==> src/rtl/serial_byte_capture_pkg.sv <==
// Shared definitions for the serial byte capture block.
// Holds the default word width, the capture FSM encoding and the
// helper that sizes FIFO fill counters from a buffer depth.
package serial_byte_capture_pkg;

    localparam int DEFAULT_WIDTH = 8;

    typedef enum logic {
        IDLE  = 1'b0,
        SHIFT = 1'b1
    } state_t;

    // A fill counter must represent 0..depth inclusive.
    function automatic int fill_width(input int depth);
        return $clog2(depth) + 1;
    endfunction

endpackage

==> src/rtl/serial_byte_capture_if.sv <==
// Serial-in / parallel-out bus of the serial byte capture block.
// Ports: ser_in, bit_valid, sync_in (framed bit stream); data_out,
// out_valid, out_ready (word handshake). slave = capture block side.
interface serial_byte_capture_if
    import serial_byte_capture_pkg::*;
#(
    parameter int WIDTH = DEFAULT_WIDTH
);
    logic             ser_in;
    logic             bit_valid;
    logic             sync_in;
    logic [WIDTH-1:0] data_out;
    logic             out_valid;
    logic             out_ready;

    // Environment side: drives the bit stream, consumes words.
    modport master (
        output ser_in,
        output bit_valid,
        output sync_in,
        output out_ready,
        input  data_out,
        input  out_valid
    );

    // Capture block side.
    modport slave (
        input  ser_in,
        input  bit_valid,
        input  sync_in,
        input  out_ready,
        output data_out,
        output out_valid
    );
endinterface

==> src/rtl/serial_byte_capture_fifo.sv <==
// Synchronous first-word-fall-through FIFO for completed words.
// Latency: a push is visible at head_data on the edge it is written.
// Backpressure: push when full is dropped unless a pop occurs the same cycle.
// Ports: clk, rst_n, push, push_data, pop, head_data, empty, full, fill.
module byte_fifo
    import serial_byte_capture_pkg::*;
#(
    parameter int WIDTH = DEFAULT_WIDTH,
    parameter int DEPTH = 2
) (
    input  logic                         clk,
    input  logic                         rst_n,
    input  logic                         push,
    input  logic [WIDTH-1:0]             push_data,
    input  logic                         pop,
    output logic [WIDTH-1:0]             head_data,
    output logic                         empty,
    output logic                         full,
    output logic [fill_width(DEPTH)-1:0] fill
);
    localparam int AW = $clog2(DEPTH);
    localparam int FW = fill_width(DEPTH);

    logic [WIDTH-1:0] mem [DEPTH];
    logic [AW-1:0]    wr_ptr;
    logic [AW-1:0]    rd_ptr;
    logic [FW-1:0]    count;
    logic             do_push;
    logic             do_pop;

    assign empty = (count == '0);
    assign full  = (count == FW'(DEPTH));

    // A pop frees the head slot in the same cycle, so a full FIFO can
    // still accept a word when it is being drained.
    assign do_pop  = pop & ~empty;
    assign do_push = push & (~full | do_pop);

    // Empty FIFO presents zero rather than a stale entry.
    assign head_data = empty ? '0 : mem[rd_ptr];
    assign fill      = count;

    always_ff @(posedge clk or negedge rst_n) begin
        if (!rst_n) begin
            for (int i = 0; i < DEPTH; i++) begin
                mem[i] <= '0;
            end
            wr_ptr <= '0;
            rd_ptr <= '0;
            count  <= '0;
        end else begin
            if (do_push) begin
                mem[wr_ptr] <= push_data;
                wr_ptr      <= wr_ptr + 1'b1;   // power-of-two depth: natural wrap
            end
            if (do_pop) begin
                rd_ptr <= rd_ptr + 1'b1;
            end
            case ({do_push, do_pop})
                2'b10:   count <= count + 1'b1;
                2'b01:   count <= count - 1'b1;
                default: count <= count;
            endcase
        end
    end

endmodule

==> src/rtl/serial_byte_capture.sv <==
// Deserialises a framed serial bit stream into WIDTH-bit words, buffered in a FWFT FIFO.
// Latency: a completed word is at data_out from its final-bit edge when the FIFO was empty.
// Backpressure: out_ready pops; a word completing into a full FIFO without a pop is dropped (overrun).
// Ports: clk, rst_n, bus (serial in / word out handshake), fill, frame_err, overrun, clear_err.
module serial_byte_capture
    import serial_byte_capture_pkg::*;
#(
    parameter int WIDTH      = DEFAULT_WIDTH,
    parameter bit MSB_FIRST  = 1'b1,
    parameter int FIFO_DEPTH = 2
) (
    input  logic                              clk,
    input  logic                              rst_n,
    serial_byte_capture_if.slave              bus,
    output logic [fill_width(FIFO_DEPTH)-1:0] fill,
    output logic                              frame_err,
    output logic                              overrun,
    input  logic                              clear_err
);
    localparam int CW = (WIDTH > 1) ? $clog2(WIDTH) : 1;

    state_t           state;
    logic [CW-1:0]    bit_cnt;
    logic [WIDTH-1:0] shreg;

    logic             last_bit;
    logic             frame_evt;
    logic             overrun_evt;
    logic             push;
    logic             pop;
    logic             fifo_empty;
    logic             fifo_full;
    logic [WIDTH-1:0] first_word;
    logic [WIDTH-1:0] next_word;

    // Placement of the first bit of a word and of each subsequent bit.
    assign first_word = MSB_FIRST ? {{(WIDTH-1){1'b0}}, bus.ser_in}
                                  : {bus.ser_in, {(WIDTH-1){1'b0}}};
    assign next_word  = MSB_FIRST ? {shreg[WIDTH-2:0], bus.ser_in}
                                  : {bus.ser_in, shreg[WIDTH-1:1]};

    assign last_bit  = (state == SHIFT) && bus.bit_valid && !bus.sync_in
                       && (bit_cnt == CW'(WIDTH-1));
    assign frame_evt = (state == SHIFT) && bus.bit_valid && bus.sync_in;

    // The completing word is pushed straight from the shift path so it is
    // stored on the edge of its final bit; data_out itself comes from FIFO
    // storage, so there is no combinational ser_in-to-data_out path.
    assign push        = last_bit;
    assign pop         = bus.out_valid & bus.out_ready;
    assign overrun_evt = push & fifo_full & ~pop;

    always_ff @(posedge clk or negedge rst_n) begin
        if (!rst_n) begin
            state     <= IDLE;
            bit_cnt   <= '0;
            shreg     <= '0;
            frame_err <= 1'b0;
            overrun   <= 1'b0;
        end else begin
            case (state)
                IDLE: begin
                    if (bus.bit_valid && bus.sync_in) begin
                        shreg   <= first_word;
                        bit_cnt <= CW'(1);
                        state   <= SHIFT;
                    end
                end
                SHIFT: begin
                    if (bus.bit_valid) begin
                        if (bus.sync_in) begin
                            // Restart: the partial word is abandoned.
                            shreg   <= first_word;
                            bit_cnt <= CW'(1);
                        end else if (last_bit) begin
                            shreg   <= '0;
                            bit_cnt <= '0;
                            state   <= IDLE;
                        end else begin
                            shreg   <= next_word;
                            bit_cnt <= bit_cnt + 1'b1;
                        end
                    end
                end
                default: begin
                    state   <= IDLE;
                    bit_cnt <= '0;
                    shreg   <= '0;
                end
            endcase

            // A fresh error outranks a simultaneous clear.
            if (frame_evt) begin
                frame_err <= 1'b1;
            end else if (clear_err) begin
                frame_err <= 1'b0;
            end

            if (overrun_evt) begin
                overrun <= 1'b1;
            end else if (clear_err) begin
                overrun <= 1'b0;
            end
        end
    end

    byte_fifo #(
        .WIDTH (WIDTH),
        .DEPTH (FIFO_DEPTH)
    ) u_fifo (
        .clk       (clk),
        .rst_n     (rst_n),
        .push      (push),
        .push_data (next_word),
        .pop       (pop),
        .head_data (bus.data_out),
        .empty     (fifo_empty),
        .full      (fifo_full),
        .fill      (fill)
    );

    assign bus.out_valid = ~fifo_empty;

endmodule

==> src/flat_wrapper.sv <==
// flat-port wrapper written by rule: the top's interface ports become plain ports
module serial_byte_capture_flat import serial_byte_capture_pkg::*;
#(
    parameter int WIDTH      = DEFAULT_WIDTH,
    parameter bit MSB_FIRST  = 1'b1,
    parameter int FIFO_DEPTH = 2
)
  (clk, rst_n, fill, frame_err, overrun, clear_err, bus_ser_in, bus_bit_valid, bus_sync_in, bus_out_ready, bus_data_out, bus_out_valid);
  serial_byte_capture_if #(.WIDTH(WIDTH)) bus_i ();
  input  logic clk;
  input  logic rst_n;
  output logic [fill_width(FIFO_DEPTH)-1:0] fill;
  output logic frame_err;
  output logic overrun;
  input  logic clear_err;
  input wire logic [$bits(bus_i.ser_in)-1:0] bus_ser_in;
  input wire logic [$bits(bus_i.bit_valid)-1:0] bus_bit_valid;
  input wire logic [$bits(bus_i.sync_in)-1:0] bus_sync_in;
  input wire logic [$bits(bus_i.out_ready)-1:0] bus_out_ready;
  output wire logic [$bits(bus_i.data_out)-1:0] bus_data_out;
  output wire logic [$bits(bus_i.out_valid)-1:0] bus_out_valid;
  assign bus_i.ser_in = bus_ser_in;
  assign bus_i.bit_valid = bus_bit_valid;
  assign bus_i.sync_in = bus_sync_in;
  assign bus_i.out_ready = bus_out_ready;
  assign bus_data_out = bus_i.data_out;
  assign bus_out_valid = bus_i.out_valid;
  serial_byte_capture #(.WIDTH(WIDTH), .MSB_FIRST(MSB_FIRST), .FIFO_DEPTH(FIFO_DEPTH)) u_core (.clk(clk), .rst_n(rst_n), .bus(bus_i), .fill(fill), .frame_err(frame_err), .overrun(overrun), .clear_err(clear_err));
endmodule
==> config.mk <==
export PLATFORM = sky130hd
export DESIGN_NAME = serial_byte_capture_flat
export DESIGN_NICKNAME = d
export VERILOG_FILES = /design/src/rtl/serial_byte_capture_pkg.sv /design/src/rtl/serial_byte_capture_if.sv /design/src/rtl/serial_byte_capture_fifo.sv /design/src/rtl/serial_byte_capture.sv /design/src/flat_wrapper.sv
export SDC_FILE = /design/constraint.sdc
export NUM_CORES = 1
export LEC_CHECK = 0
export ABC_CLOCK_PERIOD_IN_PS = 6200
export BUFFER_PORTS_ARGS = -buffer_cell sky130_fd_sc_hd__buf_2
export CORE_UTILIZATION = 35
export CTS_BUF_LIST = sky130_fd_sc_hd__clkbuf_2
export DETAILED_ROUTE_END_ITERATION = 10
export PLACE_DENSITY = 0.65
export SLEW_MARGIN = 10
export SYNTH_ARGS = -nofsm -noshare
export SYNTH_HDL_FRONTEND = slang
export SYNTH_HIERARCHICAL = 1
export SYNTH_SLANG_ARGS = --single-unit
==> constraint.sdc <==
create_clock -name clk -period 6.2 [get_ports clk]
set_input_delay 1.24 -clock clk [delete_from_list [all_inputs] [get_ports clk]]
set_output_delay 1.24 -clock clk [all_outputs]
set_load 0.01 [all_outputs]
-- Word level (Yosys, flattened, before mapping)
Index checks and enable logic that the tools add are counted.
W data, S select, Z words.
- bits in registers: 33
- logic and storage cells: 74
- output and inout port bits: 13
- equality and inequality tests: 6
- muxes and demuxes: 26
- bitwise gates (word level): 12
- $add $sub $neg: 5
- magnitude comparators: 3
- reduce and logical (&&, ||, !) cells: 12
- operators by type and width (cell ; number):
    $mux W8 ; 5
    $mux W7 ; 4
    $bwmux W16 ; 1
    $pmux W7 S2 ; 1
    $mux W3 ; 4
    $demux W8 S1 ; 1
    $mux W1 ; 7
    $logic_and A1 B1 Y1 ; 6
    $pmux W3 S2 ; 1
    $reduce_bool A2 Y1 ; 3
    $and A1 B1 Y1 ; 5
    $eq A2 B2 Y1 const B ; 2
    $ge A2 B2 Y1 const B ; 2
    $not A1 Y1 ; 4
    $not A1 Y2 ; 2
    $pmux W2 S2 ; 1
    $add A3 B1 Y3 const B ; 1
    $eq A3 B3 Y1 const B ; 1
    $add A1 B1 Y1 const B ; 2
    $add A2 B1 Y2 const B ; 1
    $eq A2 B1 Y1 const B ; 1
    $logic_not A2 Y1 ; 1
    $lt A2 B1 Y1 const B ; 1
    $ne A2 B1 Y1 const B ; 1
    6 further kinds ; 6

-- Longest topological paths before layout
Gate-level depths: netlist (run 1).
- word-level depth: 8
- mapped depth: 7
- mapped depth without buffers: 7

-- Hierarchy
Netlist (run 1), hierarchy kept.
- by module, submodules not included (module ; seq. area each (µm²) ; area an instance (µm²) ; times used ; cells an instance):
    byte_fifo ; 500.5 ; 944.7 ; 1 ; 76
    serial_byte_capture ; 325.3 ; 644.4 ; 1 ; 66

-- Least setup slack after synthesis (run 1)
No wires, ideal clock.
- path kind: input port to flip-flop
- from: in bus_bit_valid
- to: reg u_core/u_fifo/mem[8] (netlist bit)
- data required time: 6.075 ns
- setup slack: 3.577 ns
- arrival time: 2.498 ns
- stages: 6
- library setup time: 0.125 ns
- path through: buf_6 nand2_1 nor3_2 inv_2 nor3_4 mux2_2
- cells in the longest elaborated chain, start to end: 4
- ends and longest elaborated chain (element ; RTL line ; text):
    start: declaration ; flat_wrapper.sv:17 ; input wire logic [$bits(bus_i.bit_valid)-1:0] bus_bit_valid;
    $logic_and A1 B1 Y1 (2 in a row) ; serial_byte_capture.sv:42 ; assign last_bit = (state == SHIFT) && bus.bit_valid && !bus.sync_in
    $logic_and A1 B1 Y1 ; serial_byte_capture.sv:43 ; && (bit_cnt == CW'(WIDTH-1));
    net u_core.last_bit ; serial_byte_capture.sv:26 ; logic last_bit;
    $and A1 B1 Y1 ; serial_byte_capture_fifo.sv:37 ; assign do_push = push & (~full | do_pop);
    end signal: indexed assignment ; serial_byte_capture_fifo.sv:53 ; mem[wr_ptr] <= push_data;
    end: declaration ; serial_byte_capture_fifo.sv:24 ; logic [WIDTH-1:0] mem [DEPTH];
The timed path passes the listed nets, and every way through them passes these cells.
A chain may end at the register's enable or synchronous reset.

-- Worst setup path in the final report (run 1)
- from: reg u_core.u_fifo.count[0] (netlist: u_core/u_fifo/fill[0])
- to: out bus_data_out[0]
- cells in the longest elaborated chain, start to end: 2
- ends and longest elaborated chain (element ; RTL line ; text):
    start: declaration ; serial_byte_capture_fifo.sv:27 ; logic [FW-1:0] count;
    start signal: assignment ; serial_byte_capture_fifo.sv:60 ; 2'b10: count <= count + 1'b1;
    start signal: assignment ; serial_byte_capture_fifo.sv:61 ; 2'b01: count <= count - 1'b1;
    start signal: assignment ; serial_byte_capture_fifo.sv:62 ; default: count <= count;
    $logic_not A2 Y1 ; serial_byte_capture_fifo.sv:31 ; assign empty = (count == '0);
    net u_core.fifo_empty ; serial_byte_capture.sv:31 ; logic fifo_empty;
    $mux W8 ; serial_byte_capture_fifo.sv:40 ; assign head_data = empty ? '0 : mem[rd_ptr];
    end: declaration ; flat_wrapper.sv:20 ; output wire logic [$bits(bus_i.data_out)-1:0] bus_data_out;
The timed path passes the listed nets, and every way through them passes these cells.

==> results of run 1 <==
## Yosys cell counts (all sizes together), types with 2 or more instances
cell type / instances / area [sq um]
nand2b: 2 / 12.5
nor3: 4 / 36.3
nand3: 2 / 10.0
inv: 7 / 26.3
nand2: 15 / 56.3
buf: 6 / 43.8
mux2: 16 / 180
nor2: 12 / 50.1
a21oi: 3 / 15.0
o21ai: 19 / 110
nor2b: 2 / 12.5
a22o: 2 / 18.8
ha: 2 / 25.0
mux2i: 8 / 80.1
dfrtp: 33 / 826
nor3b: 2 / 26.3
## layer usage
layer | up-vias | routed length, microns | share of wire [%] | global-route usage [%]
met2 | 20 | 1490 | 49 | 23.8
met3 | 5 | 124 | 4.1 | 4.51
met1 | 544 | 1370 | 45 | 16.2
met5 | - | 0 | 0 | 0
li1 | 530 | - | - | -
met4 | 0 | 72 | 2.4 | 7.48
## power breakdown
| group | switching (mW) | internal [mW] |
|---|---|---|
| sequential | 0.0286 | 0.231 |
| clock | 0.0743 | 0.0246 |
| combinational | 0.0357 | 0.0304 |
## area by class of cell
class                   instances  area share (%)
multi-input cells              96            39.8
inverters                       7            1.51
clock inverters                 3           0.718
clock buffers                   5            1.44
flip-flops and latches         33            47.4
repair buffers                 19            5.46
well taps                      52            3.73
## registers in the layout (all words and copies together) (netlist names)
signal / cells
u_core/bit_cnt: 3
u_core/frame_err: 1
u_core/overrun: 1
u_core/shreg: 7
u_core/state: 1
u_core/u_fifo/fill: 2
u_core/u_fifo/mem: 16
u_core/u_fifo/rd_ptr: 1
u_core/u_fifo/wr_ptr: 1
## worst max-delay path, stage by stage, from the launching register on
cell and delay [ns]:
dfrtp_1 0.53, nor2_1 0.54, nor2_1 0.11, buf_2 0.16
## logic make-up after synthesis
family,Yosys count,share of synthesized area (%)
xor+xnor,2,1.10
buf+inv,13,4.41
simple gates,40,13.4
mux,24,16.4
flops,33,52.0
compound gates,28,11.2
fa+ha+maj,2,1.57
## worst min path at each step
stage,from,endpoint,slack (ns),cells past startpoint
6_report,u_core/frame_err,u_core/frame_err,0.51,1
5_1_grt,u_core/u_fifo/mem[0],u_core/u_fifo/mem[0],0.54,1
2_1_floorplan,u_core/bit_cnt[2],u_core/bit_cnt[2],0.45,2
3_5_place_dp,u_core/frame_err,u_core/frame_err,0.49,1
4_1_cts,u_core/frame_err,u_core/frame_err,0.52,1
3_3_place_gp,u_core/bit_cnt[2],u_core/bit_cnt[2],0.47,2
## through the flow
step	hold slack [ns]	std cells
finish	0.514	215
global route	0.545	215
CTS	0.522	215
detailed placement	0.487	207
global placement	0.467	207
floorplan	0.450	142
==> flow_summary.ini, run 1 <==
[run_status]
status = finished clean

[setup_path]
path_max_fanout = 10
worstPathArrival_ns = 1.73
r2r_cells = 5
crit_start = u_core/u_fifo/fill[0]
crit-reg2reg-launch = u_core/u_fifo/fill[0]
critPathKind = flip-flop to output pin
cp_data_required_time_ns = 4.96
rrSetupSlack_ns = 3.78
rr_endpoint = u_core/u_fifo/mem[7]
startpoint_type = flip-flop
critical_path.endpoint = bus_data_out[0]
end_kind = output pin

[clock_network]
clkSlewWorstSetupHoldPaths_ns = 0.18
clock_sinks = 33
post_cts_buffers = 0
cts_buffer_depth = 2
cts_buffers = 5
insertion_delay_ns = 0.38
clockRootBuffer = clkbuf_2
cts_resized = 0
holdBufCountCts = 0
h-tree-depth = 2
tritoncts = built

[timing]
worst_pin_slew_ns = 0.725
setup_viol = 0
min_period_ns = 2.97
min_period_over_period_pct = 47.9
relSlewSlack_pct = 51.7
fin_tns_setup_ns = 0
drv_slew = 0
grt_setup_unrepaired = no
worst_slack_ns = 3.23
finClkSkew_ns = 0.0146
fmax_mhz = 337
finalHoldViolCount = 0

[global_routing]
grt_pass1_wl_microns = 5210
grt_pass1_vias = 1138
grt_max_degree = 34
track_usage_pct = 14.2
grt_overflow = 0
antenna_found_initial = 0

[pwr]
power_uw = 425
power_density_nw_per_um2 = 244
peakVddDrop_mv = 0.0803
power_leakage_nw = 0.828

[synth]
yosysSeqAreaShare_pct = 52.0
ys_warn_count = 6
synth.distinct_cells = 33
syn_inst = 142
syn_area_per_cell_sq_um = 11.2
syn_nets = 151
synthFlopType = dfrtp_1
synth_edf_count = 0
async_reset_ff_share_pct = 100
syn_area_sq_um = 1590
synth-seq-cells = 33

[final_layout]
multi_input_area_sq_um = 693
drive_gt1_share_pct = 31.9
syn_to_final_growth_pct = 9.68
ff_latch_area_sq_um = 826
fin_util_pct = 40.0
layout_common_cells = dfrtp_1, buf_2, mux2_2
final_area_sq_um = 1740
layout_commonest_cell = dfrtp_1
nets = 171
antennaDiodeCount = 0
fill_cells = 406

[die]
die-area_sq_um = 4810
core_sq_um = 4350
start_util_pct = 36.5
fp.dieH_microns = 69.4
fp.dieW_microns = 69.4
rows = 24
pin_count = 20

[drt]
num_vias = 1099
vias_per_cell = 5.11
wirelength_microns = 3050
ant_nets = 0
drc = 0
drt-wirelength-per-cell_microns = 14.2
firstDrtPassIters = 4
drt_iter0_drc = 101

[placed_design]
io_buffers = 19
dpl_worst_slack_ns = 3.27
place.gp.congestion = 0.758
hpwl_microns = 2080
place_area_sq_um = 1710

[min_path]
worstHoldPathType = flip-flop to flip-flop

[job]
cap_violations = 0
Note: power is estimated with default switching activity, not from simulation.
==> inputs of run 2 (changes only) <==
--- a/config.mk
+++ b/config.mk
@@ -5,12 +5,12 @@
 export SDC_FILE = /design/constraint.sdc
 export NUM_CORES = 1
 export LEC_CHECK = 0
-export ABC_CLOCK_PERIOD_IN_PS = 6200
+export ABC_CLOCK_PERIOD_IN_PS = 2510
 export BUFFER_PORTS_ARGS = -buffer_cell sky130_fd_sc_hd__buf_2
 export CORE_UTILIZATION = 35
 export CTS_BUF_LIST = sky130_fd_sc_hd__clkbuf_2
 export DETAILED_ROUTE_END_ITERATION = 10
-export PLACE_DENSITY = 0.65
+export PLACE_DENSITY = 0.67
 export SLEW_MARGIN = 10
 export SYNTH_ARGS = -nofsm -noshare
 export SYNTH_HDL_FRONTEND = slang
==> constraint.sdc (replaced) <==
create_clock -name clk -period 2.51 [get_ports clk]
set_input_delay 0.502 -clock clk [delete_from_list [all_inputs] [get_ports clk]]
set_output_delay 0.502 -clock clk [all_outputs]
set_load 0.01 [all_outputs]
==> run 2 against run 1 <==
Effect of this change:
- register-to-register slack worse by 3.4 ns
- final cell count is 0.93% higher
- clock skew is 0.0059 ns lower
- combinational power grew to 2.6 times the previous value
- cell area is 1.3% higher
- critical endpoint is now u_core/u_fifo/mem[3]
- highest routed layer unchanged
==> flow_summary.ini, run 2 (synthesis results as in run 1) <==
[final_layout]
antennaDiodeCount = 0
largest_reg_flops = 16
layout_commonest_cell = dfrtp_1
layout_common_cells = dfrtp_1, buf_2, mux2_2
stdcell_count = 217
drive_gt1_share_pct = 33.9
nets = 175
syn_to_final_growth_pct = 11.1
largestRegisters = u_core/u_fifo/mem (16), u_core/shreg (7), u_core/bit_cnt (3)
top_register = u_core/u_fifo/mem

[drt]
wirelength_microns = 2690
drt-wirelength-per-cell_microns = 12.4
drc = 0
firstDrtPassIters = 4
drt_iter0_drc = 53
vias_per_cell = 4.99
ant_nets = 0
num_vias = 1083

[global_routing]
grt_max_degree = 34
grt_overflow = 0
antenna_found_initial = 0
grt_pass1_vias = 1041
track_usage_pct = 12.6
grt_pass1_wl_microns = 4780

[pwr]
power_leakage_nw = 0.844
power_density_nw_per_um2 = 581
peakVddDrop_mv = 0.165

[setup_path]
r2r_cells = 8
cp_data_required_time_ns = 2.76
crit_slowest_cell = dfrtp_1
worstPathArrival_ns = 2.42
critPathKind = flip-flop to flip-flop
cpMostUsedCell = ha_1
startpoint_type = flip-flop
critical_path.cell_chain = ha_1 > ha_1 > inv_1 > nor3_2 > buf_4 > nand2_1 > nor2_2 > mux2_2
rr_endpoint = u_core/u_fifo/mem[3]
path_max_fanout = 8
rrSetupSlack_ns = 0.34
crit-reg2reg-launch = u_core/bit_cnt[0]
end_kind = flip-flop
crit_start = u_core/bit_cnt[0]
cp_slowest_stage_delay_ns = 0.40

[timing]
finalHoldViolCount = 0
finClkSkew_ns = 0.00872
drv_slew = 0
min_period_ns = 2.17
worst_pin_slew_ns = 0.729
fin_tns_setup_ns = 0
setup_viol = 0
fmax_mhz = 461
grt_setup_unrepaired = no
relSlewSlack_pct = 51.4
min_period_over_period_pct = 86.5

[clock_network]
post_cts_buffers = 0
h-tree-depth = 2
cts_buffer_depth = 2
cts_buffers = 5
holdBufCountCts = 0
clockRootBuffer = clkbuf_2
tritoncts = built
insertion_delay_ns = 0.34
cts_resized = 0
clkSlewWorstSetupHoldPaths_ns = 0.15
clock_sinks = 33

[min_path]
worstHoldPathType = input port to asynchronous set/reset pin

[run_status]
status = finished clean

[placed_design]
place.gp.congestion = 0.766
placed_cells = 211
hpwl_microns = 1890
io_buffers = 19

[die]
rows = 24
pin_count = 20
die-area_sq_um = 4810
fp.dieH_microns = 69.4
start_util_pct = 36.5
fp.dieW_microns = 69.4
core_sq_um = 4350

[job]
cap_violations = 0
[run 2: report_power, final]
part | internal (mW) | total (mW) | switching (mW)
logic | 0.0849 | 0.172 | 0.0869
clock network | 0.0570 | 0.217 | 0.160
registers | 0.572 | 0.636 | 0.0647
total | 0.713 | 1.03 | 0.312
[run 2: worst max-delay path by stage]
stage	end	slack [ns]	depth (start not counted)
CTS	u_core/u_fifo/mem[3]	0.31	8
detailed placement	u_core/u_fifo/mem[3]	0.34	8
global route	u_core/u_fifo/mem[0]	0.10	8
global placement	u_core/u_fifo/mem[11]	0.41	7
floorplan	u_core/u_fifo/mem[0]	0.47	6
finish	u_core/u_fifo/mem[3]	0.34	8
[run 2: layout make-up]
cell class,instances,area [sq um]
inverter,7,26.3
fill,442,2590
sequential,33,826
tap,52,65.1
clock inverter,1,5.00
multi-input combinational,96,693
clock buffer,5,25.0
timing repair buffer,23,125
[run 2: metrics by stage]
step	hold WS (ns)	cell area (sq um)	setup WS [ns]	util, %	power [mW]
finish	0.198	1770	0.339	40.5	1.03
global route	0.197	1770	0.104	40.5	1.09
CTS	0.191	1770	0.306	40.5	1.04
detailed placement	0.483	1740	0.342	39.9	0.823
global placement	0.469	1740	0.406	39.9	0.823
floorplan	0.206	1590	0.469	-	0.763
[run 2: routing by layer]
layer / vias to the layer above / routed length, microns / GRT usage [%] / share of wire [%]
met5: - / 0 / 0 / 0
met4: 0 / 50 / 6.80 / 1.9
met3: 5 / 65 / 3.05 / 2.4
met2: 16 / 1260 / 19.6 / 47
met1: 527 / 1310 / 16.0 / 49
li1: 535 / - / - / -
[run 2: worst max-delay path, delay by kind of cell, from the launching register on]
family,cells,cell delay (ns)
DFF,1,0.40
and+or+nand+nor,3,0.65
muxes,1,0.39
adders and majority gates,2,0.38
buffers and inverters,2,0.26
==> inputs of run 3 (changes only) <==
--- a/config.mk
+++ b/config.mk
@@ -7,10 +7,11 @@
 export LEC_CHECK = 0
 export ABC_CLOCK_PERIOD_IN_PS = 2510
 export BUFFER_PORTS_ARGS = -buffer_cell sky130_fd_sc_hd__buf_2
-export CORE_UTILIZATION = 35
+export CORE_UTILIZATION = 53
 export CTS_BUF_LIST = sky130_fd_sc_hd__clkbuf_2
 export DETAILED_ROUTE_END_ITERATION = 10
-export PLACE_DENSITY = 0.67
+export MAX_ROUTING_LAYER = met4
+export PLACE_DENSITY = 0.89
 export SLEW_MARGIN = 10
 export SYNTH_ARGS = -nofsm -noshare
 export SYNTH_HDL_FRONTEND = slang
==> run 3 against run 2 <==
Effect of this change:
- the run now ends with design-rule violations left
- maximum frequency fell by 6.9%
- die area fell by 33%
- combinational power fell by 2%
- critical path depth fell by 3
- clock skew fell by 0.0014 ns
- total power rose by 1.0%
- register-to-register slack got worse by 0.16 ns
- sequential power rose by 0.6%
- clock power rose by 5%
- critical endpoint is now u_core/u_fifo/mem[0]
- largest cell class unchanged
- largest power group unchanged
- highest routed layer unchanged
==> flow_summary.ini, run 3 (synthesis results as in run 1) <==
[setup_path]
end_kind = flip-flop
cp.buffers_inverters = 0
path_delay_family = simple AND/OR/NAND/NOR gates
crit_slowest_cell = nor2b_1
cpMostUsedCell = nor2_2
cp_slowest_stage_delay_ns = 0.56
cp_data_required_time_ns = 2.76
path_max_fanout = 10
startpoint_type = flip-flop
worstPathArrival_ns = 2.58
critical_path.cell_chain = nor2_2 > nor2b_1 > nor3b_4 > nor2_2 > mux2_2
critPathKind = flip-flop to flip-flop

[pwr]
power_frac_seq_pct = 61.9
power_density_nw_per_um2 = 601
swShare_pct = 31.2
clkPwrFrac_pct = 21.9
combPwrFrac_pct = 16.2
power_leakage_nw = 0.833
power_mw = 1.04
p_sw_uw = 322
p_int_uw = 713
peakVddDrop_mv = 0.355

[final_layout]
layout_commonest_cell = dfrtp_1
antennaDiodeCount = 0
nets = 172
fin_util_pct = 61.4
ff_latch_area_sq_um = 826
top_register = u_core/u_fifo/mem
largest_reg_flops = 16
fill_cells = 242
syn_to_final_growth_pct = 8.43
largestRegisters = u_core/u_fifo/mem (16), u_core/shreg (7), u_core/bit_cnt (3)
multi_input_area_sq_um = 696
layout_common_cells = dfrtp_1, buf_2, mux2_2
drive_gt1_share_pct = 33.1

[min_path]
worstHoldPathType = input port to asynchronous set/reset pin

[clock_network]
clockRootBuffer = clkbuf_2
insertion_delay_ns = 0.36
h-tree-depth = 2
cts_buffer_depth = 2
tritoncts = built
clock_sinks = 33
clkSlewWorstSetupHoldPaths_ns = 0.15
cts_buffers = 5

[placed_design]
hpwl_microns = 2300
place.gp.congestion = 0.793
io_buffers = 19

[drt]
firstDrtPassIters = 7
num_vias = 1131
drt_iter0_drc = 27
ant_nets = 0
wirelength_microns = 3210
vias_per_cell = 5.83
drc = 6
drt-wirelength-per-cell_microns = 16.5

[die]
rows = 19
fp.dieH_microns = 56.8
die-area_sq_um = 3220
start_util_pct = 56.6
core_sq_um = 2810
fp.dieW_microns = 56.8
pin_count = 20

[global_routing]
grt_max_degree = 34
busiest_layer = met2
grt_use_met3_pct = 6.91
use_met2_pct = 41.5
antenna_found_initial = 0
use_met1_pct = 25.7
grt_overflow = 0
grt_pass1_vias = 1142
track_usage_pct = 23.8
grt_pass1_wl_microns = 5380

[timing]
min_period_ns = 2.33
drv_slew = 0
fin_tns_setup_ns = 0
min_period_over_period_pct = 92.8
finClkSkew_ns = 0.00731
relSlewSlack_pct = 51.6
worst_pin_slew_ns = 0.725
grt_setup_unrepaired = no
finalHoldViolCount = 0
setup_viol = 0
fmax_mhz = 429

[run_status]
violations = design-rule violations
status = finished, violations left

[job]
cap_violations = 0
## run 3: final timing paths
kind,to,start,slack [ns],depth (start not counted)
hold reg to reg,u_core/frame_err,u_core/frame_err,0.50,1
min in group clk,u_core/shreg[0],bus_ser_in,0.41,3
max in group asynchronous,u_core/u_fifo/mem[2],rst_n,1.88,1
hold / removal,u_core/u_fifo/mem[3],rst_n,0.18,1
setup / recovery,u_core/u_fifo/mem[0],u_core/u_fifo/fill[0],0.18,5
setup reg to reg,u_core/u_fifo/mem[0],u_core/u_fifo/fill[0],0.18,5
## run 3: stage by stage
step                instance area, sq um  setup WS (ns)  hold WS (ns)  instances
floorplan                           1590          0.469         0.206        142
global placement                    1690          0.335         0.464        187
detailed placement                  1690          0.149         0.476        187
CTS                                 1720          0.112         0.170        194
global route                        1720         0.0187         0.187        194
finish                              1720          0.180         0.175        194
## run 3: layout make-up
class                   instances  area share [%]
repair buffers                 20            5.95
inverters                       7            1.53
clock inverters                 1           0.218
well taps                      31            2.25
clock buffers                   6            1.74
multi-input cells              96            40.4
flip-flops and latches         33            47.9
## run 3: power by group through the flow
stage               logic, mW  registers [mW]  clock network, mW
finish                  0.168           0.640              0.227
global route            0.190           0.648              0.256
CTS                     0.169           0.640              0.240
detailed placement      0.169           0.651                  0
global placement        0.155           0.644                  0
floorplan               0.158           0.605                  0
## run 3: what timing repair did
action / CTS / global route
setup buffers: 0 / 0
hold endpoints to repair: 0 / 0
resized for setup: 0 / 1
hold buffers: 0 / 0
setup endpoints to repair: 0 / 11
## run 3: metal layers
layer,up-vias,routed length [microns]
met5,-,0
met4,0,44
met3,6,123
met2,27,1680
met1,566,1360
li1,532,-
